### config.mk
export PLATFORM = sky130hd
export DESIGN_NAME = plate_table_writer
export DESIGN_NICKNAME = d
export VERILOG_FILES = /design/src/rtl/plate_pkg.sv /design/src/rtl/plate_shadow_ram.sv /design/src/rtl/plate_table_writer.sv
export SDC_FILE = /design/constraint.sdc
export NUM_CORES = 1
export LEC_CHECK = 0
export ABC_CLOCK_PERIOD_IN_PS = 1700
export CORE_MARGIN = 4
export CORE_UTILIZATION = 39
export DETAILED_ROUTE_END_ITERATION = 6
export PLACE_DENSITY_LB_ADDON = 0.3
export REMOVE_ABC_BUFFERS = 1
export SLEW_MARGIN = 20
export SYNTH_ARGS = -nofsm -noshare
export SYNTH_HDL_FRONTEND = slang
export SYNTH_SLANG_ARGS = --single-unit
### constraint.sdc
create_clock -name clk -period 1.7 [get_ports clk]
set_clock_uncertainty 0.05 [all_clocks]
set_input_delay 0.425 -clock clk [delete_from_list [all_inputs] [get_ports clk]]
set_output_delay 0.425 -clock clk [all_outputs]
set_load 0.05 [all_outputs]
### src/rtl/plate_pkg.sv
// rtl/plate_pkg.sv - plate field codes, widths, word packing and writer FSM types
package plate_pkg;

   typedef enum logic [1:0] {KA = 2'd0, GJ = 2'd1, BR = 2'd2, MH = 2'd3} plate_state_e;

   localparam int STATE_W = 2;
   localparam int DIST_W  = 3;
   localparam int NUM_W   = 3;
   localparam int PLATE_W = 8;

   // Field slices of the packed word, shared with the recognizer's decoder
   localparam int STATE_HI = 7;
   localparam int STATE_LO = 6;
   localparam int DIST_HI  = 5;
   localparam int DIST_LO  = 3;
   localparam int NUM_HI   = 2;
   localparam int NUM_LO   = 0;

   typedef enum logic [1:0] {S_IDLE, S_SCAN, S_WRITE, S_REJ} wr_fsm_e;
   typedef enum logic {RSN_FULL, RSN_DUP} rej_reason_e;

   function automatic logic [PLATE_W-1:0] plate_pack(input logic [STATE_W-1:0] s,
                                                     input logic [DIST_W-1:0]  d,
                                                     input logic [NUM_W-1:0]   n);
      return {s, d, n};
   endfunction

endpackage

### src/rtl/plate_shadow_ram.sv
// rtl/plate_shadow_ram.sv - local copy of written plate words for the duplicate scan
module plate_shadow_ram
   import plate_pkg::*;
#(
   parameter int DEPTH = 8,
   parameter int AW    = $clog2(DEPTH)
) (
   input  logic               clk_i,
   input  logic               we_i,
   input  logic [AW-1:0]      waddr_i,
   input  logic [PLATE_W-1:0] wdata_i,
   input  logic [AW-1:0]      raddr_i,
   output logic [PLATE_W-1:0] rdata_o
);

   logic [PLATE_W-1:0] mem_q [DEPTH];

   always_ff @(posedge clk_i) begin
      if (we_i) mem_q[waddr_i] <= wdata_i;
   end

   assign rdata_o = mem_q[raddr_i];

endmodule

### src/rtl/plate_table_writer.sv
// rtl/plate_table_writer.sv - packs plate fields and writes them into the recognizer table
// PLATE_DEDUP_EN builds the shadow table and duplicate scan.
module plate_table_writer
   import plate_pkg::*;
#(
   parameter int DEPTH = 8,
   parameter int AW    = $clog2(DEPTH)
) (
   input  logic          clk,
   input  logic          rst,
   input  logic          in_valid,
   output logic          in_ready,
   input  logic [1:0]    in_state,
   input  logic [2:0]    in_dist,
   input  logic [2:0]    in_num,
   input  logic          clear,
   output logic          wr_en,
   output logic [AW-1:0] wr_addr,
   output logic [7:0]    wr_data,
   output logic [AW:0]   count,
   output logic          full,
   output logic          acc,
   output logic          rej_full,
   output logic          rej_dup
);

   localparam logic [AW:0] DEPTH_C = (AW+1)'(DEPTH);

   wr_fsm_e            state_q, state_d;
   rej_reason_e        reason_q, reason_d;
   logic [PLATE_W-1:0] word_q, word_d;
   logic [AW:0]        count_q, count_d;
   logic               live;

`ifdef PLATE_DEDUP_EN
   logic [AW-1:0]      idx_q, idx_d;
   logic [PLATE_W-1:0] shadow_rd;

   plate_shadow_ram #(.DEPTH(DEPTH), .AW(AW)) u_shadow (
      .clk_i   (clk),
      .we_i    (wr_en),
      .waddr_i (count_q[AW-1:0]),
      .wdata_i (word_q),
      .raddr_i (idx_q),
      .rdata_o (shadow_rd)
   );
`endif

   // A clear or reset in the current cycle suppresses every strobe and the handshake
   assign live    = !clear && !rst;
   assign full    = (count_q == DEPTH_C);
   assign count   = count_q;
   assign wr_addr = count_q[AW-1:0];
   assign wr_data = word_q;

   always_comb begin
      state_d  = state_q;
      reason_d = reason_q;
      word_d   = word_q;
      count_d  = count_q;
`ifdef PLATE_DEDUP_EN
      idx_d    = idx_q;
`endif
      in_ready = 1'b0;
      wr_en    = 1'b0;
      acc      = 1'b0;
      rej_full = 1'b0;
      rej_dup  = 1'b0;
      if (clear) begin
         state_d = S_IDLE;
         count_d = '0;
      end else begin
         unique case (state_q)
            S_IDLE: begin
               in_ready = live;
               if (in_valid && live) begin
                  word_d = plate_pack(in_state, in_dist, in_num);
                  if (full) begin
                     state_d  = S_REJ;
                     reason_d = RSN_FULL;
                  end
`ifdef PLATE_DEDUP_EN
                  else if (count_q != '0) begin
                     state_d = S_SCAN;
                     idx_d   = '0;
                  end
`endif
                  else begin
                     state_d = S_WRITE;
                  end
               end
            end
`ifdef PLATE_DEDUP_EN
            S_SCAN: begin
               if (shadow_rd == word_q) begin
                  state_d  = S_REJ;
                  reason_d = RSN_DUP;
               end else if ({1'b0, idx_q} == count_q - (AW+1)'(1)) begin
                  state_d = S_WRITE;
               end else begin
                  idx_d = idx_q + AW'(1);
               end
            end
`endif
            S_WRITE: begin
               wr_en   = live;
               acc     = live;
               count_d = count_q + (AW+1)'(1);
               state_d = S_IDLE;
            end
            S_REJ: begin
               rej_full = live && (reason_q == RSN_FULL);
`ifdef PLATE_DEDUP_EN
               rej_dup  = live && (reason_q == RSN_DUP);
`endif
               state_d  = S_IDLE;
            end
            default: state_d = S_IDLE;
         endcase
      end
   end

   always_ff @(posedge clk) begin
      if (rst) begin
         state_q  <= S_IDLE;
         reason_q <= RSN_FULL;
         word_q   <= '0;
         count_q  <= '0;
`ifdef PLATE_DEDUP_EN
         idx_q    <= '0;
`endif
      end else begin
         state_q  <= state_d;
         reason_q <= reason_d;
         word_q   <= word_d;
         count_q  <= count_d;
`ifdef PLATE_DEDUP_EN
         idx_q    <= idx_d;
`endif
      end
   end

endmodule

# Yosys cells after proc, flatten, opt, wreduce, memory -nomap -nowiden
# Cells that the tools add are included.
dict set report op_classes {
  n_addsub 1
  n_eq_ne 3
  mux 7
  bitwise 2
  n_reduce_logical 8
}
# operator count
set op_table {}
lappend op_table {{1-bit two-way mux} 7}
lappend op_table {{4-bit by 1-bit adder with 4-bit output (second input constant)} 1}
lappend op_table {{2-bit == test (second input constant)} 2}
lappend op_table {{4-bit == test (second input constant)} 1}
lappend op_table {{3-bit AND reduction} 1}
lappend op_table {{3-bit OR reduction} 1}
lappend op_table {{1-bit logical AND} 2}
lappend op_table {{1-bit zero test} 2}
lappend op_table {{2-bit zero test} 1}
lappend op_table {{1-bit NOT} 2}
lappend op_table {{2-bit OR reduction} 1}
dict set report totals {
  ff_bits 14
  elab_cells 24
}

# Depth between registers and ports, before layout
dict set report logic_depth {
  word_depth 4
  mapped_depth 5
  depth_no_buf 4
}

# Worst setup path after synthesis
# OpenSTA, ideal clock, no wires.
dict set report synth_timing {
  path_type {input -> output}
  start {in rst}
  end {out wr_en}
  arrival_time_ns 1.928
  required_ns 1.225
  path_slack_ns -0.703
  cell_stages 5
  path_buffers 3
  cell_sequence {buf_2 or2_0 clkbuf_1 nor2_1 buf_4}
}
dict set report synth_via {
  elab_chain_len 4
}
# element line
set synth_rtl {}
lappend synth_rtl {{from (decl)} plate_table_writer.sv:10} ;# input logic rst,
lappend synth_rtl {{1-bit zero test} plate_table_writer.sv:50} ;# assign live = !clear && !rst;
lappend synth_rtl {{1-bit logical AND} plate_table_writer.sv:50}
lappend synth_rtl {{1-bit two-way mux (2 in a row)} --}
lappend synth_rtl {{to (decl)} plate_table_writer.sv:17} ;# output logic wr_en,
# No other way between the ends.

# Final worst setup path
dict set report layout_timing {
  start {in rst}
  end {out wr_en}
}
dict set report layout_via {
  elab_chain_len 4
}
# element line
set layout_rtl {}
lappend layout_rtl {{1-bit zero test} plate_table_writer.sv:50}
lappend layout_rtl {{1-bit logical AND} plate_table_writer.sv:50}
lappend layout_rtl {{1-bit two-way mux} plate_table_writer.sv:73} ;# unique case (state_q)
lappend layout_rtl {{1-bit two-way mux} plate_table_writer.sv:69} ;# if (clear) begin
# No other way between the ends.

==> results.toml <==
[synthesis]
ys_seq_elements = 14
synthArstFlopShare_pct = 0
netlist_instances = 73
synth-main-ff-cell = "dfxtp_1"
ys_warn_count = 0
synth_edf_count = 0
syn_avg_cell_area_um2 = 9.31
synth_cell_types = 26
ys_seq_area_share_pct = 41.3
synth_area_um2 = 679

[drt]
drt_iter0_markers = 4
avgViaCountPerCell = 4.98
ant_nets = 0
vias = 653
finalWirelength_um = 1920
wl_per_cell_um = 14.6
drc = 0
drt_first_pass_iters = 2

[final_layout]
final_common_cell = "buf_12"
n_antenna_cell = 0
nets = 130
ff_latch_area_um2 = 288
fin_area_um2 = 1330
fin_util_pct = 84.2
multi_input_area_um2 = 344
n_fill_cell = 80
layout-drive-gt1-share_pct = 54.8
final_cell_mix = "buf_12 (20), buf_4 (16), dfxtp_1 (10)"
areaGrowthSynthToFinish_pct = 95.4

[cts]
holdBufCountCts = 0
cts_tree = "built"
clk_latency_ns = 0.28
h-tree-depth = 1
clk_path_buf_depth = 2
cts_buffers = 3
clk_pin_slew_ns = 0.08
cts_sinks = 14
root_buffer = "clkbuf_4"

[global_routing]
grt_overflow = 0
gr-usage-all-layers_pct = 17.3
grt_pass1_vias = 708
grt_antenna_before_repair = 0
grt_pass1_wl_um = 3240
grt_start_max_net_pins = 10

[die]
die_x_um = 49.7
row_count = 14
core-area_um2 = 1580
dieHeight_um = 49.7
start_util_pct = 43.1
ios = 33
die-area_um2 = 2470

[power_and_ir_drop]
p_per_area_nw_per_um2 = 600
clockPowerShare_pct = 30.6
p_switching_mw = 0.223
p_sw_share_pct = 28.0
p_seq_share_pct = 44.2
internal_power_mw = 0.573
vdd_drop_max_mv = 0.554
p_leak_nw = 0.544
comb_power_share_pct = 25.2

[placement]
gp_congestion = 0.687
post-dp-hpwl_um = 1440
place_area_um2 = 1230
port_buffers = 31

[critical_path]
crit_path_max_fanout = 4
required_ns = 1.22
critPathKind = "primary input to primary output"
start_kind = "primary input"
cp-end-kind = "primary output"
worstPathArrival_ns = 1.20

[hold_path]
hold_path_class = "primary input to flip-flop"

[timing]
finalCritPeriodShare_pct = 98.3
rsz0062_at_grt = "yes"
setup_viol = 0
fin_tns_setup_ns = 0
fmax_ghz = 0.598
slew_violations = 0
hold_ws_ns = 0.436
final_hold_viol_count = 0
fin_crit_ns = 1.67

[run_status]
outcome = "finished, final reports clean"

[flow_run]
drv_cap = 0
==> registers in the layout (all words and copies together), names as in the netlist <==
name / flops
count: 4
state_q: 2
wr_data: 8
==> Yosys cell counts, types with 2 or more instances <==
master	count	share of area (%)
dfxtp_1	14	41
nand3_1	9	6.6
nand2b_1	8	7.4
o21ai_2	8	10
buf_4	6	6.6
nor2_1	5	2.8
buf_2	2	1.5
ha_1	2	3.7
inv_1	2	1.1
==> worst max-delay path, cell delays in order <==
cell	delay (ns)
buf_2	0.13
or2_1	0.29
nor2_4	0.10
buf_6	0.12
buf_12	0.13
==> power by group through the flow <==
stage | Sequential, mW | Combinational [mW] | Clock, mW
4_1_cts | 0.352 | 0.198 | 0.256
6_report | 0.352 | 0.201 | 0.244
3_5_place_dp | 0.360 | 0.192 | 0
5_1_grt | 0.354 | 0.211 | 0.268
2_1_floorplan | 0.394 | 0.0420 | 0
3_3_place_gp | 0.360 | 0.189 | 0
==> repair_timing <==
item	CTS	global route
gates resized for setup	18	5
endpoints found under the setup margin	5	5
pin swaps	3	2
buffers inserted	3	2
gates cloned	0	0
==> path summary, 6_finish.rpt <==
check / startpoint / end / slack, ns / depth (start not counted)
max: rst / wr_en / 0.03 / 5
min: rst / wr_data[1]$_SDFFE_PP0P_ / 0.44 / 3
max reg2reg: state_q[1]$_SDFFE_PP0P_ / wr_data[7]$_SDFFE_PP0P_ / 0.29 / 6
min reg2reg: wr_data[0]$_SDFFE_PP0P_ / wr_data[0]$_SDFFE_PP0P_ / 0.47 / 2
==> kinds of logic (layout without fill, tap and decap cells) <==
family	Yosys count	in the layout	share of synthesized area [%]
adder cells (fa/ha/maj)	2	2	3.68
buffers and inverters	12	54	11.4
AO/OA/AOI/OAI	10	10	11.8
other	1	1	0.552
XOR/XNOR	2	2	2.58
AND/OR/NAND/NOR	31	31	27.3
flip-flops	14	14	41.3
multiplexers	1	1	1.47
==> metal layers <==
layer / global-route usage [%] / routed length [um] / up-vias
met1: 20.6 / 803 / 310
met2: 27.1 / 963 / 16
li1: - / - / 321
met5: 0 / 0 / -
met4: 10.1 / 54 / 0
met3: 5.42 / 95 / 6
==> cell type report <==
class | count | area share, %
Clock buffer | 4 | 2.73
Inverter | 2 | 0.566
Multi-Input combinational cell | 47 | 25.9
Sequential cell | 14 | 21.7
Tap cell | 16 | 1.51
Timing Repair Buffer | 48 | 47.6
==> metrics by stage <==
| stage | instances | power [mW] | setup slack [ns] |
|---|---|---|---|
| 6_report | 131 | 0.796 | 0.0281 |
| 3_5_place_dp | 122 | 0.552 | -0.336 |
| 4_1_cts | 129 | 0.805 | -0.0180 |
| 2_1_floorplan | 63 | 0.436 | -0.803 |
| 3_3_place_gp | 122 | 0.548 | -0.326 |
| 5_1_grt | 131 | 0.832 | -0.0301 |
Note: power is estimated with default switching activity, not from simulation.
